File: config.mk
export PLATFORM = sky130hd
export DESIGN_NAME = sb_unpack_ctrl
export DESIGN_NICKNAME = d
export VERILOG_FILES = /design/src/rtl/sb_unpack_ctrl.sv
export SDC_FILE = /design/constraint.sdc
export NUM_CORES = 1
export LEC_CHECK = 0
export CORE_UTILIZATION = 30
export CTS_CLUSTER_DIAMETER = 150
export CTS_CLUSTER_SIZE = 20
export DETAILED_ROUTE_END_ITERATION = 7
export SLEW_MARGIN = 10
export SYNTH_ARGS = -nofsm -noshare
export SYNTH_HDL_FRONTEND = slang
export SYNTH_SLANG_ARGS = --single-unit
File: constraint.sdc
create_clock -name clk -period 8.6 [get_ports clk]
set_input_delay 1.29 -clock clk [delete_from_list [all_inputs] [get_ports clk]]
set_output_delay 1.29 -clock clk [all_outputs]
set_load 0.01 [all_outputs]
File: src/rtl/sb_unpack_ctrl.sv
// Sequencer that streams packed words into a 2-row unpacker and steps a bit pointer per value.
// Reads one word at a time, at most two rows ahead; values are held stable while i_rdy is low.
module sb_unpack_ctrl #(
  parameter int N          = 16,
  parameter int SHIFT_BITS = 5,
  parameter int AW         = 16,
  parameter int CW         = 16
) (
  input  logic                  clk,
  input  logic                  rst_n,
  input  logic                  i_start,
  input  logic [4:0]            i_prec,
  input  logic [CW-1:0]         i_count,
  input  logic [AW-1:0]         i_base,
  output logic                  o_busy,
  output logic                  o_done,
  output logic                  o_rd_req,
  output logic [AW-1:0]         o_rd_addr,
  input  logic                  i_rd_vld,
  input  logic [N-1:0]          i_rd_data,
  output logic [1:0]            o_load,
  output logic [N-1:0]          o_data,
  output logic [SHIFT_BITS-1:0] o_s,
  output logic [N-1:0]          o_z,
  output logic                  o_vld,
  input  logic                  i_rdy
);

  localparam int LOGN = $clog2(N);
  localparam int PW   = CW + LOGN;

  typedef enum logic [1:0] {IDLE, RUN, DONE} state_t;

  state_t                state_q, state_d;
  logic [SHIFT_BITS-1:0] prec_q, prec_d;
  logic [CW-1:0]         count_q, count_d;
  logic [CW-1:0]         words_q, words_d;
  logic [CW-1:0]         req_q, req_d;
  logic [CW-1:0]         loaded_q, loaded_d;
  logic [CW-1:0]         acc_q, acc_d;
  logic [AW-1:0]         base_q, base_d;
  logic [AW-1:0]         addr_q, addr_d;
  logic [PW-1:0]         ptr_q, ptr_d;
  logic                  outst_q, outst_d;
  logic                  rd_req_q, rd_req_d;

  logic [CW-1:0]         cur_j;
  logic [LOGN-1:0]       cur_off;
  logic                  span;
  logic [CW:0]           need;
  logic                  vld;
  logic                  accept;
  logic                  ld;
  logic                  rd_ok;
  logic [SHIFT_BITS-1:0] start_prec;
  logic [PW-1:0]         start_bits;

  always_comb begin
    cur_j   = ptr_q[PW-1:LOGN];
    cur_off = ptr_q[LOGN-1:0];
    span    = (int'(cur_off) + int'(prec_q)) > N;
    need    = {1'b0, cur_j} + (CW+1)'(1) + (CW+1)'(span);
    vld     = (state_q == RUN) && ({1'b0, loaded_q} >= need);
    accept  = vld && i_rdy;
    ld      = (state_q == RUN) && outst_q && i_rd_vld;
    // Word j+2 shares a row with word j, so it waits until value pointer leaves word j.
    rd_ok   = (state_q == RUN) && !outst_q && (req_q < words_q) &&
              ({1'b0, req_q} <= {1'b0, cur_j} + (CW+1)'(1));

    if (i_prec == 5'd0 || int'(i_prec) > N) begin
      start_prec = SHIFT_BITS'(N);
    end else begin
      start_prec = SHIFT_BITS'(i_prec);
    end
    start_bits = PW'(i_count) * PW'(start_prec);
  end

  always_comb begin
    state_d  = state_q;
    prec_d   = prec_q;
    count_d  = count_q;
    words_d  = words_q;
    req_d    = req_q;
    loaded_d = loaded_q;
    acc_d    = acc_q;
    base_d   = base_q;
    addr_d   = addr_q;
    ptr_d    = ptr_q;
    outst_d  = outst_q;
    rd_req_d = 1'b0;

    case (state_q)
      IDLE: begin
        if (i_start) begin
          prec_d   = start_prec;
          count_d  = i_count;
          base_d   = i_base;
          words_d  = start_bits[PW-1:LOGN] + CW'(|start_bits[LOGN-1:0]);
          req_d    = '0;
          loaded_d = '0;
          acc_d    = '0;
          ptr_d    = '0;
          outst_d  = 1'b0;
          state_d  = (i_count == '0) ? DONE : RUN;
        end
      end
      RUN: begin
        if (rd_ok) begin
          rd_req_d = 1'b1;
          addr_d   = base_q + AW'(req_q);
          req_d    = req_q + CW'(1);
          outst_d  = 1'b1;
        end
        if (ld) begin
          loaded_d = loaded_q + CW'(1);
          outst_d  = 1'b0;
        end
        if (accept) begin
          ptr_d = ptr_q + PW'(prec_q);
          acc_d = acc_q + CW'(1);
          if (acc_q == count_q - CW'(1)) begin
            state_d = DONE;
          end
        end
      end
      DONE: begin
        state_d = IDLE;
      end
      default: begin
        state_d = IDLE;
      end
    endcase
  end

  always_ff @(posedge clk or negedge rst_n) begin
    if (!rst_n) begin
      state_q  <= IDLE;
      prec_q   <= '0;
      count_q  <= '0;
      words_q  <= '0;
      req_q    <= '0;
      loaded_q <= '0;
      acc_q    <= '0;
      base_q   <= '0;
      addr_q   <= '0;
      ptr_q    <= '0;
      outst_q  <= 1'b0;
      rd_req_q <= 1'b0;
    end else begin
      state_q  <= state_d;
      prec_q   <= prec_d;
      count_q  <= count_d;
      words_q  <= words_d;
      req_q    <= req_d;
      loaded_q <= loaded_d;
      acc_q    <= acc_d;
      base_q   <= base_d;
      addr_q   <= addr_d;
      ptr_q    <= ptr_d;
      outst_q  <= outst_d;
      rd_req_q <= rd_req_d;
    end
  end

  assign o_busy    = (state_q != IDLE);
  assign o_done    = (state_q == DONE);
  assign o_rd_req  = rd_req_q;
  assign o_rd_addr = addr_q;
  assign o_load    = ld ? (loaded_q[0] ? 2'b10 : 2'b01) : 2'b00;
  assign o_data    = i_rd_data;
  assign o_vld     = vld;
  assign o_s       = vld ? SHIFT_BITS'({cur_j[0], cur_off}) : '0;
  assign o_z       = vld ? ~({N{1'b1}} << prec_q) : '0;

endmodule

# After elaboration in Yosys (flattened, before gate mapping)
# Cells that the tools add are included.
dict set report op_classes {
  eq_ne 9
  n_mux 26
  order_cmp 5
  add_sub_neg 10
  mul 1
  n_bitwise 1
  shift 1
  n_reduce_logical 22
}
# op n
set ops {}
lappend ops {{16-bit case mux with 2 select lines} 3}
lappend ops {{16-bit 2-to-1 mux} 5}
lappend ops {{16-bit by 1-bit adder with 16-bit output (second input constant)} 3}
lappend ops {{20-bit 2-to-1 mux} 2}
lappend ops {{20-bit case mux with 2 select lines} 1}
lappend ops {{20-bit by 5-bit adder with 20-bit output} 1}
lappend ops {{16-bit by 5-bit multiplier with 20-bit output} 1}
lappend ops {{16-bit by 1-bit adder with 17-bit output (second input constant)} 1}
lappend ops {{17-bit by 1-bit adder with 17-bit output} 1}
lappend ops {{16-bit by 17-bit greater-or-equal comparator with 1-bit output} 1}
lappend ops {{16-bit by 17-bit less-or-equal comparator with 1-bit output} 1}
lappend ops {{16-bit by 1-bit adder with 16-bit output} 1}
lappend ops {{16-bit adder} 1}
lappend ops {{16-bit == test} 1}
lappend ops {{16-bit zero test} 1}
lappend ops {{16-bit less-than comparator} 1}
lappend ops {{16-bit NOT} 1}
lappend ops {{16-bit by 5-bit << shifter with 16-bit output (first input constant)} 1}
lappend ops {{16-bit by 1-bit subtractor with 16-bit output (second input constant)} 1}
lappend ops {{3-bit AND reduction} 5}
lappend ops {{2-bit 2-to-1 mux} 6}
lappend ops {{5-bit 2-to-1 mux} 2}
lappend ops {{2-bit inequality test (second input constant)} 4}
lappend ops {{1-bit logical AND} 7}
lappend ops {{other kinds (17)} 23}
dict set report totals {
  input_bits 58
  regBits 141
  word_cells 87
}

# Logic depth before layout (Yosys ltp)
# Gate-level depths: netlist of the first run.
dict set report depth {
  ltp_word 8
  depth_mapped 29
}

# Least setup slack after synthesis of the first run
# No wires, ideal clock.
dict set report synth_path {
  path_type {input port to flip-flop}
  from {input port i_prec[0]}
  to {register words_q[13]}
  arrival_ns 6.645
  path_slack_ns 1.831
  cell_stages 21
  n_path_buf 2
  cell_sequence {or4_1 > ha_1 > nor2b_1 > clkbuf_1 > and2_1 > fa_1 > fa_1 > inv_1 > fa_1 > inv_1 > ha_1 > clkbuf_1 > and3_1 > nand4_1 > a211oi_1 > nor3_1 > or3b_2 > nand2_1 > nor2_1 > xnor2_1 > mux2_2}
}
dict set report synth_via {
  elab_chain_len 6
}
# item line_no
set synth_lines {}
lappend synth_lines {{from (decl)} 12} ;# input logic [4:0] i_prec,
lappend synth_lines {{5-bit greater-than comparator / 5-bit zero test (equally long branches)} 70} ;# if (i_prec == 5'd0 || int'(i_prec) > N) begin
lappend synth_lines {{1-bit logical OR} 70}
lappend synth_lines {{5-bit 2-to-1 mux (*)} 70}
lappend synth_lines {{16-bit by 5-bit multiplier with 20-bit output (*)} 75} ;# start_bits = PW'(i_count) * PW'(start_prec);
lappend synth_lines {{4-bit OR reduction} 98} ;# words_d = start_bits[PW-1:LOGN] + CW'(|start_bits[LOGN-1:0]);
lappend synth_lines {{16-bit by 1-bit adder with 16-bit output (*)} 98}
lappend synth_lines {{to (signal assigned)} 153} ;# words_q <= words_d;
lappend synth_lines {{to (decl)} 37} ;# logic [CW-1:0] words_q, words_d;
# Every way passes the cells marked *; elsewhere a longest branch is shown, timed or not.
# A chain may end at the register's enable or synchronous reset.

# Worst setup path after layout of the first run
dict set report layout_path {
  from {register prec_q[0]}
  to {output port o_z[11]}
}
dict set report layout_via {
  elab_chain_len 6
}
# item line_no
set layout_lines {}
lappend layout_lines {{from (decl)} 35} ;# logic [SHIFT_BITS-1:0] prec_q, prec_d;
lappend layout_lines {{from (signal assigned)} 151} ;# prec_q <= prec_d;
lappend layout_lines {{4-bit by 5-bit adder with 6-bit output} 61} ;# span = (int'(cur_off) + int'(prec_q)) > N;
lappend layout_lines {{6-bit by 5-bit greater-than comparator with 1-bit output} 61}
lappend layout_lines {{17-bit by 1-bit adder with 17-bit output} 62} ;# need = {1'b0, cur_j} + (CW+1)'(1) + (CW+1)'(span);
lappend layout_lines {{16-bit by 17-bit greater-or-equal comparator with 1-bit output} 63} ;# vld = (state_q == RUN) && ({1'b0, loaded_q} >= need);
lappend layout_lines {{1-bit logical AND} 63}
lappend layout_lines {{16-bit 2-to-1 mux (*)} 173} ;# assign o_z = vld ? ~({N{1'b1}} << prec_q) : '0;
lappend layout_lines {{to (decl)} 24} ;# output logic [N-1:0] o_z,
# Marks and branches as above.

==> results of run 1 <==
final timing paths:
check	slack, ps	depth (start not counted)	end	from
max	670	27	o_z[11]	prec_q[0]
max reg2reg	2210	26	acc_q[12]	prec_q[0]
min in group asynchronous	910	1	o_rd_addr[10]	rst_n
min	480	2	o_rd_addr[9]	o_rd_addr[9]
min reg2reg	480	2	o_rd_addr[9]	o_rd_addr[9]
max in group asynchronous	6380	2	prec_q[1]	rst_n
synthesized netlist by cell type (21+ instances only):
master / instances
nand2_1: 236
fa_1: 43
nand3_1: 44
nor2b_1: 31
xnor2_1: 56
nor3_1: 34
and3_1: 21
and2_1: 49
nand4_1: 29
clkbuf_1: 38
inv_1: 122
a21oi_1: 68
nor2_1: 99
ha_1: 106
xor2_1: 42
dfrtp_1: 141
o21ai_0: 76
worst max-delay path: stages, from the launching register on:
cell and delay, ps:
dfrtp_1 440, ha_1 250, fa_1 400, a21oi_1 140, nor2_1 50, nor2_1 240, nor2_1 110, a21oi_1 130
nor2_1 50, a21oi_1 110, o22a_1 160, ha_1 160, nand3_1 100, or3_1 420, or3_1 440, nor3_2 300
nor3b_1 310, xor2_1 110, ha_1 280, nand2_1 60, nor2_1 150, o21ai_0 100, a21oi_1 210, o21a_1 230
nand2_1 320, nor2_1 250, o21a_1 140, clkdlybuf4s50_1 520
where the power goes:
group / leakage, nW / internal [mW] / switching, mW
sequential: 1.81 / 0.826 / 0.219
combinational: 4.38 / 0.765 / 0.941
clock: 0.314 / 0.525 / 0.307
kinds of logic (layout without fill, tap and decap cells):
| family | Yosys count | count (layout) |
|---|---|---|
| fa+ha+maj | 149 | 149 |
| flops | 141 | 141 |
| mux | 16 | 16 |
| compound gates | 290 | 290 |
| simple gates | 636 | 636 |
| buf+inv | 194 | 247 |
| xor+xnor | 99 | 99 |
through the flow:
stage	hold WS [ps]	worst slack (ps)	instances
final	481	674	2110
after floorplan	447	1830	1525
after global placement	464	1380	2078
after CTS	483	690	2110
after global routing	512	84.8	2110
after detailed placement	469	1170	2078
routing by layer:
layer | part of all wire, % | wire length, um | global-route usage (%)
met1 | 48 | 16000 | 21.3
met2 | 48 | 15900 | 26.7
met3 | 2.9 | 946 | 2.11
met4 | 0.93 | 307 | 3.24
met5 | 0 | 0 | 0
placed cells by master, fill, tap and decap left out, types with 5 or more instances in the layout:
master	instances
nand2_1	236
dfrtp_1	141
inv_1	122
ha_1	106
nor2_1	98
clkdlybuf4s50_1	83
o21ai_0	76
a21oi_1	68
xnor2_1	56
and2_1	49
nand3_1	44
fa_1	43
xor2_1	42
nor3_1	34
nor2b_1	31
nand4_1	29
and3_1	21
nand2b_1	17
o31ai_1	17
clkbuf_16	17
a21o_1	16
or3_1	15
o21a_1	14
o211ai_1	13
mux2i_1	13
o21ai_1	12
a31oi_1	10
or4_1	10
and4_1	8
a211oi_1	8
buf_4	8
nand3b_1	7
nor4_1	7
a21boi_0	6
a211o_1	5
bufinv_16	5
layout make-up:
class	count	area share, %
timing repair buffer	92	6.22
tap	532	4.59
sequential	141	24.3
multi-input combinational	1190	57.2
clock inverter	13	1.45
inverter	123	3.18
clock buffer	19	3.06
registers in the layout, indices dropped and copies added (netlist names):
name	cells
acc_q	16
base_q	16
count_q	16
loaded_q	16
o_rd_addr	16
o_rd_req	1
outst_q	1
prec_q	5
ptr_q	20
req_q	16
state_q	2
words_q	16
==> flow_summary_export.csv, run 1 <==
group,metric,value,unit
pwr,p_leak,6.50,nW
synthesis,synth_cell_types,86,
synthesis,yosysTopAreaCellShare,28.0,%
synthesis,synth_top_area_cell,"dfrtp_1",
timing,setup_tns,0,ps
timing,setup_viol_count_final,0,
cells_and_area,n_fill_cell,4250,
clocking,cts_resized,0,
pwr,power_density,247,nW/um2
timing,rsz0062_at_grt,"no",
clocking,cts_tree,"yes",
timing,hold_viol,0,
setup_path,crit_required,7310,ps
floorplanning,die_height,207,um
placement,place.gp.congestion,0.847,
synthesis,synth_edf_count,0,
global_route,antenna_found_initial,0,
placement,place_hpwl,24900,um
cells_and_area,syn2layout_area_growth,14.9,%
timing,slew-limit-headroom,18.1,%
timing,worstMarginPinSlew,1230,ps
clocking,numCtsBuffers,17,
setup_path,worstSetupPathType,"register to primary output",
setup_path,worstSetupStartpointType,"register",
detailed_routing,routed_wl,33100,um
floorplanning,dieWidth,207,um
setup_path,critPathCaptureType,"primary output",
run,drv_cap,0,
cells_and_area,multiInputGateArea,8290,um2
cells_and_area,drive_gt1_share,4.56,%
clocking,cts_sinks,141,
synthesis,synth_mux_area_share,1.30,%
outcome,failed_checks,"design-rule violations",
synthesis,syn_nets,1732,
detailed_routing,drt-wirelength-per-cell,15.7,um
clocking,cts_hold_buffers,0,
detailed_routing,vias_per_cell,5.07,
setup_path,arrival,6640,ps
min_path,hp-class,"register to register",
detailed_routing,drc_errors,9,
global_route,grt_pass1_wl,55200,um
detailed_routing,first_pass_iters,8,
cells_and_area,ff_latch_area,3530,um2
synthesis,synth_compound_area_share,14.7,%
global_route,grt_pass1_vias,10421,
clocking,h-tree-depth,4,
outcome,status,"complete, but fails checks",
detailed_routing,via_count,10702,
cells_and_area,fin_area,14500,um2
synthesis,syn_inst,1525,
pwr,p_total,3.58,mW
clocking,clockRootBuffer,"clkbuf_16",
timing,period_share,92.2,%
clocking,worst_skew_pair.late_latency,430,ps
setup_path,path_max_fanout,18,
timing,report.final.slew_viol_count,0,
synthesis,synth_area_leaders,"dfrtp_1, ha_1, nand2_1, fa_1, xnor2_1",
cells_and_area,final_nets,1772,
floorplanning,row_count,74,
timing,fmaxAchievable,126,MHz
synthesis,synth_simple_gate_area_share,25.2,%
detailed_routing,drtIter0Drc,776,
floorplanning,dieArea,42900,um2
timing,clock_skew,10.9,ps
synthesis,synth_area_per_cell,8.28,um2
synthesis,netlist_area,12600,um2
synthesis,synthXorXnorAreaFrac,6.93,%
synthesis,synthArstFlopShare,100,%
synthesis,ys_warn_count,0,
global_route,gr-usage-all-layers,15.7,%
pwr,ir_drop,0.153,mV
synthesis,synth_top_family_by_area,"simple AND/OR/NAND/NOR gates",
synthesis,synth_fa_ha_area_share,17.3,%
cells_and_area,num_antenna_cells,0,
synthesis,synth_ff_type,"dfrtp_1",
floorplanning,start_util,30.6,%
global_route,globalRouteOverflowTotal,0,
floorplanning,io-pin-count,117,
cells_and_area,final_util,35.2,%
floorplanning,coreArea,41200,um2
clocking,cts_buffer_depth,2,
global_route,grt_max_degree,83,
synthesis,ys_seq_area_share,28.0,%
placement,io_buffers,84,
timing,period_needed,7930,ps
placement,placed_cell_area,13800,um2
clocking,post-cts-setup-buffers,0,
synthesis,synth_seq_cells,141,
detailed_routing,ant_nets,0,
clocking,clk_pin_slew_worst_paths,60,ps
Note: power is estimated with default switching activity, not from simulation.
==> run 2, diff against run 1 <==
MAX_ROUTING_LAYER = met4   (was default)
clock period = 9.8 ns   (was 8.6 ns; I/O delays follow)
==> run 2 against run 1 <==
The flow still finishes with violations (design-rule violations). Sequential power is 12% lower. Wire length is 3.0% lower. Highest routed layer unchanged. Hold slack worse by 1.9 ps. Clock skew is 5.5 ps higher. Sequential cell count stayed put.
==> flow_summary_export.csv, run 2 (synthesis gave the netlist of run 1 again) <==
group,metric,value,unit
outcome,status,"complete, but fails checks",
outcome,failed_checks,"design-rule violations",
global_route,grt_pass1_wl,53600,um
clocking,cts_sinks,141,
global_route,gr-usage-all-layers,15.7,%
placement,place_hpwl,24600,um
pwr,p_leak,6.44,nW
clocking,cts_hold_buffers,0,
placement,place.gp.congestion,0.856,
detailed_routing,drc_errors,9,
detailed_routing,vias_per_cell,5.08,
timing,period_share,85.1,%
timing,slew-limit-headroom,27.9,%
setup_path,arrival,6870,ps
floorplanning,dieWidth,207,um
clocking,cts_resized,0,
global_route,antenna_found_initial,0,
clocking,cts_buffer_depth,2,
detailed_routing,via_count,10712,
setup_path,worstSetupPathType,"register to primary output",
clocking,post-cts-setup-buffers,0,
pwr,ir_drop,0.110,mV
cells_and_area,largest_reg_flops,20,
min_path,hp-class,"register to register",
cells_and_area,num_antenna_cells,0,
setup_path,critPathCaptureType,"primary output",
floorplanning,row_count,74,
global_route,globalRouteOverflowTotal,0,
global_route,grt_max_degree,77,
clocking,numCtsBuffers,17,
cells_and_area,final_nets,1770,
detailed_routing,drt-wirelength-per-cell,15.2,um
timing,clock_skew,16.3,ps
cells_and_area,mostFrequentLayoutCells,"nand2_1, dfrtp_1, inv_1, ha_1, nor2_1",
clocking,h-tree-depth,4,
clocking,clk_pin_slew_worst_paths,60,ps
floorplanning,start_util,30.6,%
timing,rsz0062_at_grt,"no",
cells_and_area,regMostFlops,"ptr_q",
cells_and_area,final_common_cell,"nand2_1",
clocking,worst_skew_pair.late_latency,430,ps
detailed_routing,ant_nets,0,
floorplanning,coreArea,41200,um2
detailed_routing,routed_wl,32100,um
placement,placed_cell_area,13800,um2
setup_path,path_max_fanout,18,
clocking,cts_tree,"yes",
timing,worstMarginPinSlew,1080,ps
placement,io_buffers,84,
timing,hold_viol,0,
pwr,power_density,212,nW/um2
timing,report.final.slew_viol_count,0,
detailed_routing,drtIter0Drc,662,
floorplanning,dieArea,42900,um2
timing,setup_tns,0,ps
cells_and_area,fin_area,14400,um2
detailed_routing,first_pass_iters,8,
run,drv_cap,0,
timing,fmaxAchievable,120,MHz
floorplanning,io-pin-count,117,
setup_path,worstSetupStartpointType,"register",
timing,setup_viol_count_final,0,
setup_path,crit_required,8330,ps
cells_and_area,drive_gt1_share,4.51,%
timing,period_needed,8340,ps
cells_and_area,syn2layout_area_growth,14.0,%
clocking,clockRootBuffer,"clkbuf_16",
floorplanning,die_height,207,um
global_route,grt_pass1_vias,10384,
==> run 2: cell count changes in the layout (fill, tap and decap cells not counted), sizes merged <==
cell      delta
bufinv       -4
buf          -2
clkinvlp     +2
inv          +1
==> run 2: report_power, final <==
group	leakage, nW	total [mW]	switching (mW)	internal (mW)
Clock	0.263	0.628	0.271	0.357
Sequential	1.81	0.921	0.196	0.725
Combinational	4.37	1.49	0.821	0.673
==> run 2: per-stage QoR <==
step	std cells	utilization [%]	worst slack (ps)	hold slack [ps]	power [mW]
floorplan	1525	-	2850	447	1.93
global placement	2076	33.6	1910	461	2.38
detailed placement	2076	33.6	1700	470	2.43
CTS	2107	34.9	1380	486	3.07
global route	2107	34.9	833	505	3.31
finish	2107	34.9	1460	479	3.04
==> run 2: area by class of cell <==
class                           instances  area, um2
Fill cell                            4226      26800
Clock buffer                           19        443
Sequential cell                       141       3530
Tap cell                              532        666
Clock inverter                         12        114
Timing Repair Buffer                   90        887
Inverter                              123        462
Multi-Input combinational cell       1190       8290
==> run 2: metal layers <==
layer  vias up  share of wire [%]  GRT usage, %
met1      5162                 48          20.3
met5         -                  0             -
met4         0                1.4          4.32
li1       5317                  -             -
met3        33                3.4          2.18
met2       200                 48          25.7
==> run 2: worst paths after layout <==
path / from / endpoint / slack (ps) / cells after the start
max in group asynchronous: rst_n / ptr_q[19] / 7360 / 2
min in group asynchronous: rst_n / loaded_q[3] / 1080 / 1
hold reg to reg: o_rd_addr[9] / o_rd_addr[9] / 480 / 2
setup reg to reg: prec_q[0] / acc_q[8] / 3540 / 26
hold / removal: o_rd_addr[9] / o_rd_addr[9] / 480 / 2
setup / recovery: prec_q[0] / o_z[11] / 1460 / 27
==> run 2: critical path, stage by stage, from the launching register on <==
cell             delay, ps
dfrtp_1                470
ha_1                   270
fa_1                   400
a21oi_1                140
nor2_1                  50
nor2_1                 260
nor2_1                  90
a21oi_1                130
nor2_1                  50
a21oi_1                120
o22a_1                 200
ha_1                   190
nand3_1                110
or3_1                  420
or3_1                  450
nor3_2                 300
nor3b_1                270
xor2_1                 110
ha_1                   290
nand2_1                 70
nor2_1                 140
o21ai_0                100
a21oi_1                260
o21a_1                 280
nand2_1                360
nor2_1                 240
o21a_1                 140
clkdlybuf4s50_1        540
